<file path="src/rtl/test1_map_scanner_pkg.sv">
// Shared types and constants for the snake-game raster scanner.
// Holds the grid geometry, object/FSM encodings and the cell encoder.
package snake_pkg;

    localparam int GRID_W  = 16;
    localparam int GRID_H  = 12;
    localparam int CELLS   = GRID_W * GRID_H;
    localparam int CELL_AW = 8;

    typedef enum logic [2:0] {
        EMPTY  = 3'd0,
        BODY   = 3'd1,
        HEAD   = 3'd2,
        APPLE  = 3'd3,
        BORDER = 3'd4
    } obj_t;

    typedef enum logic [1:0] {
        SCAN = 2'd0,
        WAIT = 2'd1,
        OVER = 2'd2
    } state_t;

    // Row-major linear index into the frame store.
    function automatic logic [CELL_AW-1:0] cell_addr(input logic [3:0] x, input logic [3:0] y);
        return CELL_AW'(y) * CELL_AW'(GRID_W) + CELL_AW'(x);
    endfunction

    // Border outranks head, head outranks body, body outranks apple.
    function automatic obj_t encode_obj(input logic border, input logic head,
                                        input logic body, input logic apple);
        if (border)    return BORDER;
        else if (head) return HEAD;
        else if (body) return BODY;
        else if (apple) return APPLE;
        else           return EMPTY;
    endfunction

endpackage

</file>
<file path="src/rtl/test1_map_scanner_if.sv">
// Scanner bus: game-logic flags/controls in, draw request and cell coordinates out.
// master = scanner side, slave = game logic + display driver side.
interface test1_map_scanner_if;

    logic       snakeBody;
    logic       snakeHead;
    logic       apple;
    logic       border;
    logic       mode_pb;
    logic       GameOver;
    logic       cmd_done;
    logic       enable_loop;
    logic       diff;
    logic       init_cycle;
    logic       en_update;
    logic       sync_reset;
    logic [3:0] x;
    logic [3:0] y;
    logic [2:0] obj_code;

    modport master (
        input  snakeBody, snakeHead, apple, border, mode_pb, GameOver, cmd_done,
        output enable_loop, diff, init_cycle, en_update, sync_reset, x, y, obj_code
    );

    modport slave (
        output snakeBody, snakeHead, apple, border, mode_pb, GameOver, cmd_done,
        input  enable_loop, diff, init_cycle, en_update, sync_reset, x, y, obj_code
    );

endinterface

</file>
<file path="src/rtl/test1_map_scanner_frame_store.sv">
// Copy of the last drawn frame: one 3-bit code per cell.
// Single write port, asynchronous read, whole-array clear on restart.
module test1_map_scanner_frame_store
    import snake_pkg::*;
(
    input  logic               clk,
    input  logic               nrst,
    input  logic               i_clr,
    input  logic               i_we,
    input  logic [CELL_AW-1:0] i_waddr,
    input  logic [2:0]         i_wdata,
    input  logic [CELL_AW-1:0] i_raddr,
    output logic [2:0]         o_rdata
);

    logic [2:0] r_mem [CELLS];

    always_ff @(posedge clk or negedge nrst) begin
        if (!nrst) begin
            for (int i = 0; i < CELLS; i++) r_mem[i] <= 3'b000;
        end else if (i_clr) begin
            for (int i = 0; i < CELLS; i++) r_mem[i] <= 3'b000;
        end else if (i_we) begin
            r_mem[i_waddr] <= i_wdata;
        end
    end

    assign o_rdata = r_mem[i_raddr];

endmodule

</file>
<file path="src/rtl/test1_map_scanner.sv">
// Raster scanner: walks the 16x12 grid, compares each cell with the last drawn
// frame and hands changed cells to the LCD command engine one at a time.
module test1_map_scanner
    import snake_pkg::*;
(
    input  logic                 clk,
    input  logic                 nrst,
    test1_map_scanner_if.master  bus
);

    localparam logic [3:0] X_LAST = 4'(GRID_W - 1);
    localparam logic [3:0] Y_LAST = 4'(GRID_H - 1);

    state_t               r_state;
    state_t               w_state_nxt;
    logic [3:0]           r_x;
    logic [3:0]           r_y;
    logic                 r_init;
    logic                 r_en_update;
    logic                 r_sync_reset;
    obj_t                 w_obj;
    logic [2:0]           w_code;
    logic [2:0]           w_mem_code;
    logic [CELL_AW-1:0]   w_addr;
    logic                 w_diff;
    logic                 w_advance;
    logic                 w_write;
    logic                 w_restart;

    assign w_obj  = encode_obj(bus.border, bus.snakeHead, bus.snakeBody, bus.apple);
    assign w_code = w_obj;
    assign w_addr = cell_addr(r_x, r_y);
    assign w_diff = r_init | (w_code != w_mem_code);

    test1_map_scanner_frame_store u_frame (
        .clk     (clk),
        .nrst    (nrst),
        .i_clr   (w_restart),
        .i_we    (w_write),
        .i_waddr (w_addr),
        .i_wdata (w_code),
        .i_raddr (w_addr),
        .o_rdata (w_mem_code)
    );

    always_comb begin
        w_state_nxt = r_state;
        w_advance   = 1'b0;
        w_write     = 1'b0;
        w_restart   = 1'b0;
        case (r_state)
            SCAN: begin
                if (bus.GameOver) begin
                    w_state_nxt = OVER;
                end else if (w_diff) begin
                    w_write     = 1'b1;
                    w_state_nxt = WAIT;
                end else begin
                    w_advance = 1'b1;
                end
            end
            // A GameOver raised here is picked up by SCAN once the draw completes.
            WAIT: begin
                if (bus.cmd_done) begin
                    w_advance   = 1'b1;
                    w_state_nxt = SCAN;
                end
            end
            OVER: begin
                if (bus.mode_pb) begin
                    w_restart   = 1'b1;
                    w_state_nxt = SCAN;
                end
            end
            default: w_state_nxt = SCAN;
        endcase
    end

    always_ff @(posedge clk or negedge nrst) begin
        if (!nrst) begin
            r_state      <= SCAN;
            r_x          <= 4'd0;
            r_y          <= 4'd0;
            r_init       <= 1'b1;
            r_en_update  <= 1'b0;
            r_sync_reset <= 1'b0;
        end else begin
            r_state      <= w_state_nxt;
            r_en_update  <= w_write;
            r_sync_reset <= w_restart;
            if (w_restart) begin
                r_x    <= 4'd0;
                r_y    <= 4'd0;
                r_init <= 1'b1;
            end else if (w_advance) begin
                if (r_x == X_LAST) begin
                    r_x <= 4'd0;
                    // Wrapping the last cell ends the full-frame pass.
                    if (r_y == Y_LAST) begin
                        r_y    <= 4'd0;
                        r_init <= 1'b0;
                    end else begin
                        r_y <= r_y + 4'd1;
                    end
                end else begin
                    r_x <= r_x + 4'd1;
                end
            end
        end
    end

    assign bus.enable_loop = (r_state == SCAN);
    assign bus.diff        = w_diff;
    assign bus.init_cycle  = r_init;
    assign bus.en_update   = r_en_update;
    assign bus.sync_reset  = r_sync_reset;
    assign bus.x           = r_x;
    assign bus.y           = r_y;
    assign bus.obj_code    = w_code;

endmodule

</file>
<file path="src/flat_wrapper.sv">
// flat-port wrapper written by rule: the top's interface ports become plain ports
module test1_map_scanner_flat import snake_pkg::*;
  (clk, nrst, bus_snakeBody, bus_snakeHead, bus_apple, bus_border, bus_mode_pb, bus_GameOver, bus_cmd_done, bus_enable_loop, bus_diff, bus_init_cycle, bus_en_update, bus_sync_reset, bus_x, bus_y, bus_obj_code);
  test1_map_scanner_if bus_i ();
  input  logic clk;
  input  logic nrst;
  input wire logic [$bits(bus_i.snakeBody)-1:0] bus_snakeBody;
  input wire logic [$bits(bus_i.snakeHead)-1:0] bus_snakeHead;
  input wire logic [$bits(bus_i.apple)-1:0] bus_apple;
  input wire logic [$bits(bus_i.border)-1:0] bus_border;
  input wire logic [$bits(bus_i.mode_pb)-1:0] bus_mode_pb;
  input wire logic [$bits(bus_i.GameOver)-1:0] bus_GameOver;
  input wire logic [$bits(bus_i.cmd_done)-1:0] bus_cmd_done;
  output wire logic [$bits(bus_i.enable_loop)-1:0] bus_enable_loop;
  output wire logic [$bits(bus_i.diff)-1:0] bus_diff;
  output wire logic [$bits(bus_i.init_cycle)-1:0] bus_init_cycle;
  output wire logic [$bits(bus_i.en_update)-1:0] bus_en_update;
  output wire logic [$bits(bus_i.sync_reset)-1:0] bus_sync_reset;
  output wire logic [$bits(bus_i.x)-1:0] bus_x;
  output wire logic [$bits(bus_i.y)-1:0] bus_y;
  output wire logic [$bits(bus_i.obj_code)-1:0] bus_obj_code;
  assign bus_i.snakeBody = bus_snakeBody;
  assign bus_i.snakeHead = bus_snakeHead;
  assign bus_i.apple = bus_apple;
  assign bus_i.border = bus_border;
  assign bus_i.mode_pb = bus_mode_pb;
  assign bus_i.GameOver = bus_GameOver;
  assign bus_i.cmd_done = bus_cmd_done;
  assign bus_enable_loop = bus_i.enable_loop;
  assign bus_diff = bus_i.diff;
  assign bus_init_cycle = bus_i.init_cycle;
  assign bus_en_update = bus_i.en_update;
  assign bus_sync_reset = bus_i.sync_reset;
  assign bus_x = bus_i.x;
  assign bus_y = bus_i.y;
  assign bus_obj_code = bus_i.obj_code;
  test1_map_scanner u_core (.clk(clk), .nrst(nrst), .bus(bus_i));
endmodule
</file>
<file path="config.mk">
export PLATFORM = sky130hd
export DESIGN_NAME = test1_map_scanner_flat
export DESIGN_NICKNAME = d
export VERILOG_FILES = /design/src/rtl/test1_map_scanner_pkg.sv /design/src/rtl/test1_map_scanner_if.sv /design/src/rtl/test1_map_scanner_frame_store.sv /design/src/rtl/test1_map_scanner.sv /design/src/flat_wrapper.sv
export SDC_FILE = /design/constraint.sdc
export NUM_CORES = 1
export LEC_CHECK = 0
export CAP_MARGIN = 30
export CORE_UTILIZATION = 45
export DETAILED_ROUTE_END_ITERATION = 8
export PLACE_DENSITY = 0.67
export SLEW_MARGIN = 20
export SYNTH_ARGS = -nofsm -noshare
export SYNTH_HDL_FRONTEND = slang
export SYNTH_SLANG_ARGS = --single-unit
</file>
<file path="constraint.sdc">
create_clock -name clk -period 4.4 [get_ports clk]
set_input_delay 0.66 -clock clk [delete_from_list [all_inputs] [get_ports clk]]
set_output_delay 0.66 -clock clk [all_outputs]
set_load 0.005 [all_outputs]
</file>
==> implementation parameters <==
Parameter                              Value

Status
  Run status    finished with violations
  Failing checks    negative setup slack

Die
  Core area    roughly 0.069 mm^2
  Initial core utilization    0.4571
  Die width    266.4 um
  Total number of placement rows    96
  DIE AREA    ~0.07 mm^2
  I/O Pins    25
  Height of the die    266.4 um

STA
  Number of pins with negative max-slew slack in the final report    0
  Final-report hold violation count    0
  Final setup violating endpoints    1
  Final total negative setup slack    -0.1969 ns
  RSZ-0062 raised after global routing    yes
  Final period util    1.045
  Crit path time final    between 4 and 5 ns
  Clock tree skew after final layout    approximately 0.032 ns
  Slew margin rel.    0.2264
  Worst Max-Slew Pin Slew    1.160 ns
  Peak Freq    ~220 MHz
  Worst setup margin    -0.1969 ns

Worst setup path
  Library cell appearing most often on the critical path    sky130_fd_sc_hd__mux4_2
  Critical path class    reg2out
  Worst setup SP type    flip-flop
  Data arrival time of the critical path    slightly below 4 ns
  Master of the slowest instance on the critical path    sky130_fd_sc_hd__mux4_2
  CP endpoint kind    output pin
  CP max stage delay    around 0.57 ns
  CP max FO    8
  Register-to-register path setup slack    roughly 0.08 ns
  Worst path required time    3.74 ns
  Critical Path, Cell by Cell    buf_12 -> buf_6 -> mux4_2 -> mux4_2 -> nor3_2 -> and4b_1 -> or3_4 -> a221oi_4 -> and2_4 -> inv_2 -> buf_2

Yosys
  Main flop type after synthesis    sky130_fd_sc_hd__dfrtp_1
  Count of distinct cell types in the synthesized netlist    62
  Post-synth EDFFs    0
  Fraction of synthesized cell area taken by the top area cell type    0.4677
  Nets in the synthesized netlist    a little over 3k
  Sequential element share of the synthesized area    0.4686
  Share of flip-flops with an asynchronous set or reset    1.000
  Number of warning messages in the yosys log    0
  Mean Syn Cell Area    10.34 um^2
  Cell type contributing the most total cell area after synthesis    sky130_fd_sc_hd__dfrtp_1
  Number of standard cells after synthesis    slightly above 3k
  Combined area of all synthesized cells    0.03146 mm^2
  Number of flip-flops and latches in the synthesized netlist    ~590
  Largest cells by area after synthesis    sky130_fd_sc_hd__dfrtp_1 (47%), sky130_fd_sc_hd__mux2i_1 (11%), sky130_fd_sc_hd__mux4_2 (9.5%)

Clocking
  Maximum number of buffers from clock root to sink    3
  Root buffer selected by CTS    sky130_fd_sc_hd__clkbuf_16
  Clock buffers created by TritonCTS    66
  Clock transition at the registers of the reported paths    approximately 0.06 ns
  Sinks on Clock Net    between 500 and 600
  H-tree depth reported by CTS    3
  Clk_lat worst skew    0.62 ns
  CTS tree    built

Global routing
  Pin count of the biggest net entering global routing    roughly 120
  Number of antenna violations at the first check in global routing    1
  Leftover overflow at the end of global routing    0
  Wire length of the first global-routing pass    ~160,000 um
  Gr usage total    0.2955
  Number of global-route vias before repair    ~26k

Finish
  Share of post-route cells with drive strength above 1    0.1931
  Most frequent cells in the layout    sky130_fd_sc_hd__dfrtp_1 (584), sky130_fd_sc_hd__mux2i_1 (349), sky130_fd_sc_hd__nor2_1 (312)
  Most common cell after layout, fill and taps aside    sky130_fd_sc_hd__dfrtp_1
  Number of antenna repair diodes    0
  Share of the core filled with cells in the final layout    0.5256
  Net count, final    between 3k and 4k
  Synth-to-Final Area Change    14.98%
  Post-route cell area    between 0.03 and 0.04 mm^2
  Non-filler instance count after layout    4,012

Placed design
  Detailed placer's ending HPWL    approximately 65,000 um
  Instance area at placement    roughly 0.033 mm^2
  DP Cell Count    3,870
  Port buffer count    24
  Weighted congestion at the end of routability-driven global placement    around 0.9

Drt
  Post-detailed-route wirelength per cell    approximately 26 um
  Via Count    between 20k and 30k
  Total detailed-routing wirelength    about 100,000 um
  Remaining routing DRC violations    0
  First DRT Iteration DRCs    roughly 3.2k
  Number of vias per cell    around 6.6
  Antenna violation net count after detailed routing    0
  Number of iterations in the first detailed-routing pass    6

Job
  Max-Cap Viols    0

Pwr
  LEAKAGE    14.65 nW
  Max VDD drop    ~0.00036 V
  Overall Power    15.34 mW
  Pwr per Cell Area    between 400 and 500 mW/mm^2

Hold path
  Hold/Removal Path Class    in2async
==> cell families after synthesis <==
| group | synth area share |
|---|---|
| AND/OR/NAND/NOR | 0.1175 |
| AO/OA/AOI/OAI | 0.1493 |
| flip-flops | 0.4686 |
| multiplexers | 0.2114 |
| buffers and inverters | 0.04956 |
| adder cells (fa/ha/maj) | 0.003182 |
| XOR/XNOR | 0.0005172 |
==> synthesized netlist by cell type (all sizes together) (16+ instances only) <==
| cell type | instances |
|---|---|
| dfrtp | 588 |
| mux2i | 354 |
| a21oi | 323 |
| nor2 | 314 |
| nand3 | 256 |
| nand2 | 220 |
| o21ai | 209 |
| clkbuf | 199 |
| buf | 137 |
| mux4 | 133 |
| o41ai | 76 |
| o211ai | 41 |
| a211oi | 25 |
| nand4 | 18 |
| and3 | 16 |
==> layout make-up <==
cell class / count / area (um^2)
timing repair buffer: 265 / 2706
tap: 931 / 1165
clock buffer: 98 / 1986
fill: 5797 / 32650
clock inverter: 13 / 151.4
multi-input combinational: 2101 / 15350
inverter: 15 / 63.81
sequential: 589 / 14750
==> path summary, 6_finish.rpt <==
kind,start,endpoint,cells past startpoint
worst max-delay path,u_core.bus.x[0]$_DFFE_PN0P_,bus_diff,11
worst min-delay path,nrst,u_core.u_frame.r_mem[508]$_DFFE_PN0P_,1
worst max register to register,u_core.bus.x[0]$_DFFE_PN0P_,u_core.u_frame.r_mem[95]$_DFFE_PN0P_,14
worst min register to register,u_core.u_frame.r_mem[556]$_DFFE_PN0P_,u_core.u_frame.r_mem[556]$_DFFE_PN0P_,2
max in group asynchronous,nrst,u_core.u_frame.r_mem[569]$_DFFE_PN0P_,2
min in group clk,bus_border,u_core.u_frame.r_mem[380]$_DFFE_PN0P_,3
==> layer usage <==
layer	part of all wire	wire [um]	track usage	vias to the layer above
li1	-	-	-	11070
met1	0.39	41110	0.4036	13310
met2	0.45	46390	0.4332	1568
met3	0.11	11320	0.07574	334
met4	0.052	5394	0.1541	0
met5	0	0	0	-
==> worst max-delay path: cells and delay by family, from the launching register on <==
kind,cells,cell delay [ns]
compound gates,1,0.30
mux,2,1.05
simple gates,4,1.01
flops,1,0.48
buf+inv,4,0.48
==> metrics by stage <==
stage	hold WS, ns	setup slack (ns)
after floorplan	0.3644	0.1442
after global placement	0.4963	-0.1696
after detailed placement	0.5039	-0.1816
after CTS	0.1308	-0.2077
after global routing	0.1629	-0.2607
final	0.08005	-0.1969
==> registers in the layout (all words and copies together) (netlist names) <==
| signal | cells |
|---|---|
| u_core.u_frame.r_mem | 576 |
| u_core.bus.en_update | 1 |
| u_core.bus.sync_reset | 1 |
| u_core.bus.init_cycle | 1 |
| u_core.r_state | 2 |
| u_core.bus.x | 4 |
| u_core.bus.y | 4 |
==> where the power goes <==
group          switching [mW]  internal, mW
clock network            2.27          3.29
registers              0.0921          5.50
logic                    2.73          1.46
total                    5.09          10.2
==> repair_timing <==
item,in CTS,in global routing
hold buffers,0,0
gates resized for setup,29,12
gates cloned,3,0
setup buffers,18,10
pin swaps,11,10
endpoints found under the setup margin,249,174
Note: power is estimated with default switching activity, not from simulation.
